File: src/rtl/serial_add.sv
// serial_add: multi-cycle adder that adds chunk_p bits per clock through one narrow
// adder slice, carrying between chunks in a register, with valid/ready on both sides.
module serial_add #(
    parameter int width_p = 8,
    parameter int chunk_p = 2
) (
    input  logic               clk_i,
    input  logic               reset_i,
    input  logic               valid_i,
    output logic               ready_o,
    input  logic [width_p-1:0] a_i,
    input  logic [width_p-1:0] b_i,
    input  logic               carry_i,
    output logic               valid_o,
    input  logic               ready_i,
    output logic [width_p-1:0] sum_o,
    output logic               carry_o,
    output logic               overflow_o
);
    // state | meaning
    // IDLE  | waiting for operands, ready_o high
    // BUSY  | adding one chunk per edge
    // DONE  | result presented until the consumer takes it

    if (width_p < 1 || chunk_p < 1 || chunk_p > width_p || (width_p % chunk_p) != 0) begin : g_param_check
        $error("serial_add: width_p must be >= 1 and chunk_p must be >= 1, <= width_p and divide width_p");
    end

    localparam int n_lp     = width_p / chunk_p;
    localparam int cnt_w_lp = (n_lp > 1) ? $clog2(n_lp) : 1;
    localparam logic [width_p-1:0] mask_lp = {width_p{1'b1}} >> (width_p - chunk_p);

    typedef enum logic [1:0] {
        IDLE,
        BUSY,
        DONE
    } state_t;

    state_t                state_q, state_d;
    logic [width_p-1:0]    a_q, a_d;
    logic [width_p-1:0]    b_q, b_d;
    logic                  cy_q, cy_d;
    logic [width_p-1:0]    work_q, work_d;
    logic [cnt_w_lp-1:0]   cnt_q, cnt_d;
    logic [width_p-1:0]    sum_q, sum_d;
    logic                  carry_q, carry_d;
    logic                  ovf_q, ovf_d;

    logic [31:0]           base;
    logic [chunk_p-1:0]    a_ch;
    logic [chunk_p-1:0]    b_ch;
    logic [chunk_p:0]      chunk_res;
    logic                  msb_cin;

    always_comb begin
        base      = 32'(cnt_q) * 32'(chunk_p);
        a_ch      = chunk_p'(a_q >> base);
        b_ch      = chunk_p'(b_q >> base);
        chunk_res = {1'b0, a_ch} + {1'b0, b_ch} + {{chunk_p{1'b0}}, cy_q};
        // Carry into the top bit of the slice, recovered from that bit's sum.
        msb_cin   = chunk_res[chunk_p-1] ^ a_ch[chunk_p-1] ^ b_ch[chunk_p-1];
    end

    always_comb begin
        state_d = state_q;
        a_d     = a_q;
        b_d     = b_q;
        cy_d    = cy_q;
        work_d  = work_q;
        cnt_d   = cnt_q;
        sum_d   = sum_q;
        carry_d = carry_q;
        ovf_d   = ovf_q;
        case (state_q)
            IDLE: begin
                if (valid_i) begin
                    a_d     = a_i;
                    b_d     = b_i;
                    cy_d    = carry_i;
                    cnt_d   = '0;
                    work_d  = '0;
                    state_d = BUSY;
                end
            end
            BUSY: begin
                work_d = (work_q & ~(mask_lp << base)) | (width_p'(chunk_res[chunk_p-1:0]) << base);
                cy_d   = chunk_res[chunk_p];
                cnt_d  = cnt_q + 1'b1;
                // Published outputs only change here, so they hold the last result elsewhere.
                if (cnt_q == cnt_w_lp'(n_lp - 1)) begin
                    sum_d   = work_d;
                    carry_d = chunk_res[chunk_p];
                    ovf_d   = msb_cin ^ chunk_res[chunk_p];
                    state_d = DONE;
                end
            end
            DONE: begin
                if (ready_i) begin
                    state_d = IDLE;
                end
            end
            default: state_d = IDLE;
        endcase
    end

    always_ff @(posedge clk_i or posedge reset_i) begin
        if (reset_i) begin
            state_q <= IDLE;
            a_q     <= '0;
            b_q     <= '0;
            cy_q    <= 1'b0;
            work_q  <= '0;
            cnt_q   <= '0;
            sum_q   <= '0;
            carry_q <= 1'b0;
            ovf_q   <= 1'b0;
        end else begin
            state_q <= state_d;
            a_q     <= a_d;
            b_q     <= b_d;
            cy_q    <= cy_d;
            work_q  <= work_d;
            cnt_q   <= cnt_d;
            sum_q   <= sum_d;
            carry_q <= carry_d;
            ovf_q   <= ovf_d;
        end
    end

    assign ready_o    = (state_q == IDLE);
    assign valid_o    = (state_q == DONE);
    assign sum_o      = sum_q;
    assign carry_o    = carry_q;
    assign overflow_o = ovf_q;

endmodule

File: config.mk
export PLATFORM = sky130hd
export DESIGN_NAME = serial_add
export DESIGN_NICKNAME = d
export VERILOG_FILES = /design/src/rtl/serial_add.sv
export SDC_FILE = /design/constraint.sdc
export NUM_CORES = 1
export LEC_CHECK = 0
export BUFFER_PORTS_ARGS = -buffer_cell sky130_fd_sc_hd__buf_2
export CORE_UTILIZATION = 26
export DETAILED_ROUTE_END_ITERATION = 6
export MAX_ROUTING_LAYER = met4
export REMOVE_ABC_BUFFERS = 1
export SLEW_MARGIN = 5
export SYNTH_ARGS = -nofsm -noshare
export SYNTH_HDL_FRONTEND = slang
export SYNTH_SLANG_ARGS = --single-unit
File: constraint.sdc
create_clock -name clk_i -period 7.5 [get_ports clk_i]
set_clock_uncertainty 0.15 [all_clocks]
set_input_delay 0.375 -clock clk_i [delete_from_list [all_inputs] [get_ports clk_i]]
set_output_delay 0.375 -clock clk_i [all_outputs]
set_load 0.01 [all_outputs]
Word-level counts from Yosys, hierarchy flattened:

Index checks and enable logic that the tools add are counted.

* register bits after elaboration: 39
* bits of input ports: 21
* output and inout bits: 12

* add/sub/neg operators: 3
* eq/ne operators: 6
* shifts and indexed selects: 4
* multiplexer cells: 10
* bitwise gates (word level): 6
* reduce and logical (&&, ||, !) cells: 6

Operators by type and width (number)
* 8-bit case mux with 2 select lines: 1
* 8-bit by 3-bit right shift with 2-bit output: 2
* 8-bit bitwise AND: 1
* 2-bit two-way mux: 4
* 8-bit two-way mux: 1
* 8-bit inverter: 1
* 8-bit OR: 1
* 2-bit by 3-bit << shifter with 8-bit output: 1
* 2-bit by 3-bit << shifter with 8-bit output (first input constant): 1
* 2-bit case mux with 3 select lines: 1
* 2-bit AND reduction: 3
* 2-bit equality test (second input constant): 2
* 2-bit != test (second input constant): 2
* 2-bit case mux with 2 select lines: 1
* 2-bit by 2-bit adder with 3-bit output: 1
* 3-bit by 1-bit adder with 3-bit output: 1
* 3-bit AND reduction: 1
* 1-bit bitwise XOR: 3
* 2-bit by 1-bit adder with 2-bit output (second input constant): 1
* 2-bit by 1-bit equality test with 1-bit output (second input constant): 1
* 2-bit zero test: 1
* 2-bit by 1-bit != test with 1-bit output (second input constant): 1
* 1-bit case mux with 2 select lines: 1
* 2-bit nonzero test: 1
* 1-bit two-way mux: 1

Logic depth before layout (Yosys ltp):

* word-level depth: 6
* gate-level depth with buffers: 7
* depth with buffers taken out: 6

Worst setup path after synthesis:

Ideal clock, no wire load.

* path type: register -> register
* start point: register cnt_q[0]
* end point: register ovf_q (netlist: overflow_o)
* setup time: 0.076 ns
* data arrival time: 2.786 ns
* required time: 7.274 ns
* slack: 4.488 ns
* stages on the path, launching flop included: 8
* cells stage by stage: dfrtp_1 -> buf_2 -> mux4_2 -> fa_1 -> fa_1 -> xor2_1 -> xnor3_1 -> o21ai_1

* word-level cells in the longest chain between the ends: 6
* elaborated cells between the ends (all ways): 9
* classes of those cells: add/sub: 2; eq/ne: 1; shift: 2; bitwise: 3; reduce/logical: 1

RTL lines
* start: declaration: RTL line 44 `logic [cnt_w_lp-1:0] cnt_q, cnt_d;`
* start signal: assignment: RTL line 123 `cnt_q <= cnt_d;`
* 8-bit by 3-bit right shift with 2-bit output, on equally long branches: RTL line 57, 58
* 2-bit by 2-bit adder with 3-bit output: RTL line 59 `chunk_res = {1'b0, a_ch} + {1'b0, b_ch} + {{chunk_p{1'b0}}, cy_q};`
* 3-bit by 1-bit adder with 3-bit output: RTL line 59
* 1-bit bitwise XOR (2 in series): RTL line 61 `msb_cin = chunk_res[chunk_p-1] ^ a_ch[chunk_p-1] ^ b_ch[chunk_p-1];`
* 1-bit bitwise XOR: RTL line 93 `ovf_d = msb_cin ^ chunk_res[chunk_p];`
* end signal: assignment: RTL line 126 `ovf_q <= ovf_d;`
* end: declaration: RTL line 47 `logic ovf_q, ovf_d;`

Several ways; a longest one is shown, not always the timed one.
A chain may end at the register's enable or synchronous reset.

Worst setup path in the final report:

Same ends and word-level chain as after synthesis.

==> results.json <==
{
  "outcome": "completed",
  "hpwl_microns": 2320,
  "gr-total-overflow": 0,
  "hold_viol": 0,
  "fmax_mhz": 312,
  "seq_area_frac_synth": 0.538,
  "synth.distinct_cells": 23,
  "path_clk_slew_ns": 0.07,
  "ctsResizeCount": 0,
  "crit_fanout": 14,
  "remaining_drc_errors": 0,
  "drt_pass1_iterations": 4,
  "grt_pass1_wl_microns": 5880,
  "grt_start_max_net_pins": 38,
  "start_util": 0.269,
  "die_h_microns": 83.3,
  "syn_area_sq_mm": 0.00172,
  "die_w_microns": 83.3,
  "cts.sinks": 37,
  "drt_iter0_markers": 45,
  "synthTopCellsByArea": "dfrtp_1 54%, nand2_1 13%, mux4_2 5.2%",
  "power_switching_uw": 374,
  "io_pins": 33,
  "fillers": 680,
  "critPathKind": "register to register",
  "maxCapViolations": 0,
  "seq_power_share": 0.372,
  "drive_above_1_share": 0.223,
  "startpoint_type": "register",
  "port_buffers": 32,
  "track_usage": 0.110,
  "cts_setup_buffers": 0,
  "synth_top_area_share": 0.538,
  "detail-route-antenna-nets": 0,
  "cp_slowest_cell": "dfrtp_1",
  "cts_root_buffer": "clkbuf_8",
  "yosysTopAreaCell": "dfrtp_1",
  "die_area_sq_mm": 0.00695,
  "drv_slew": 0,
  "cpPeakStageDelay_ns": 0.68,
  "synthCells": 175,
  "ir_worst_vdd_v": 0.000177,
  "tns_ns": 0,
  "avgSynthCellArea_sq_um": 9.83,
  "htree_levels": 2,
  "finalCritPeriodShare": 0.427,
  "setup_ws_ns": 4.30,
  "finalPower_uw": 958,
  "p_clk_frac": 0.140,
  "routed_wirelength_microns": 3370,
  "via_count": 1241,
  "cts_hold_buf": 0,
  "power.internal_uw": 584,
  "core-area_sq_mm": 0.00639,
  "relSlewSlack": 0.269,
  "crit_path_end_kind": "register",
  "path_delay_family": "adder cells",
  "layout_common_cells": "59 x nand2_1, 37 x dfrtp_1, 32 x buf_2",
  "multi_input_area_sq_um": 734,
  "dp_slack_ns": 4.31,
  "antenna-diode-count": 0,
  "final_util": 0.317,
  "yosys_warnings": 0,
  "grt_pass1_vias": 1302,
  "rrSetupSlack_ns": 4.30,
  "setup-violations-final": 0,
  "critPathMostFrequentCell": "fa_1",
  "crit_chain": "mux4_2 -> fa_1 -> fa_1 -> xor2_1 -> xnor3_1 -> o21ai_1",
  "rows": 29,
  "via_per_inst": 4.39,
  "final_common_cell": "nand2_1",
  "clk_latency_ns": 0.29,
  "post_drt_wl_per_cell_microns": 11.9,
  "nNetsFinal": 232,
  "antenna_found_initial": 0,
  "leakagePower_uw": 0.00103,
  "cp.required_ns": 7.56,
  "power_density_mw_per_mm2": 474,
  "gp_congestion": 0.734,
  "critical_path_arrival_ns": 3.26,
  "tightest_slew_ns": 1.09,
  "ys_ff_latch": 37,
  "p_sw_frac": 0.390,
  "seq_area_sq_um": 926,
  "cp.buffers_inverters": 0,
  "cts_buffers": 5,
  "syn2layout_area_growth_pct": 17.5,
  "cts_tree": "built",
  "fin_crit_ns": 3.20,
  "rsz0062_at_grt": "no",
  "hp-class": "input port to asynchronous set/reset pin",
  "pwr-share-comb": 0.488,
  "cts.path.max_buffers": 2
}
-- power groups by stage --
stage | Combinational, uW | Sequential (uW) | Clock, uW
2_1_floorplan | 360 | 354 | 0
5_1_grt | 530 | 372 | 146
3_5_place_dp | 473 | 362 | 0
3_3_place_gp | 465 | 362 | 0
4_1_cts | 475 | 358 | 140
6_report | 467 | 357 | 134
-- Yosys cell counts, drive strengths merged --
master and n:
xor2 1, or3b 1, inv 4, nand3 10, o31ai 1, nor2 2
nor2b 9, dfrtp 37, nor3b 1, nand2 59, fa 2, clkbuf 4
mux4 4, o21ai 18, mux2 1, ha 4, buf 6, a21oi 6
nand2b 2, a22oi 1, nand3b 1, xnor3 1
-- sequential cells by signal, summed over array words and instances, names as in the netlist --
signal      cells
carry_o         1
state_q         2
overflow_o      1
a_q             8
cy_q            1
cnt_q           2
work_q          6
sum_o           8
b_q             8
-- layout make-up --
cell class	count	area share
Clock inverter	2	0.00495
Multi-Input combinational cell	124	0.363
Clock buffer	6	0.0359
Sequential cell	37	0.458
Timing Repair Buffer	33	0.0829
Inverter	4	0.00743
Tap cell	77	0.0476
-- layer usage --
layer,part of all wire,global-route usage,vias up
met5,0,-,-
li1,-,-,636
met1,0.49,0.134,572
met2,0.45,0.171,25
met4,0.017,0.0470,0
met3,0.044,0.0338,8
-- tightest hold or removal path: cells and delay by family --
family	cells	cell delay (ns)
buffers and inverters	3	0.53
-- metrics by stage --
step	cells	instance area (sq um)	hold slack [ns]
6_report	283	2020	0.0232
5_1_grt	283	2020	0.0865
4_1_cts	283	2020	0.0426
3_5_place_dp	275	1940	0.310
3_3_place_gp	275	1940	0.306
2_1_floorplan	165	1680	0.290
-- cells by family after synthesis --
family,after synthesis,share of synthesized area
adder cells (fa/ha/maj),6,0.0524
XOR/XNOR,2,0.0182
multiplexers,5,0.0589
AND/OR/NAND/NOR,85,0.219
AO/OA/AOI/OAI,26,0.0785
flip-flops,37,0.538
buffers and inverters,14,0.0349
-- path summary, 6_finish.rpt --
path / start / end / cells after the start
setup / recovery: cnt_q[0] / overflow_o / 6
hold / removal: reset_i / a_q[5] / 3
setup reg to reg: cnt_q[0] / overflow_o / 6
hold reg to reg: sum_o[0] / sum_o[0] / 2
max in group asynchronous: reset_i / cy_q / 3
min in group clk_i: b_i[4] / b_q[4] / 3
(Power assumes the default switching activity.)
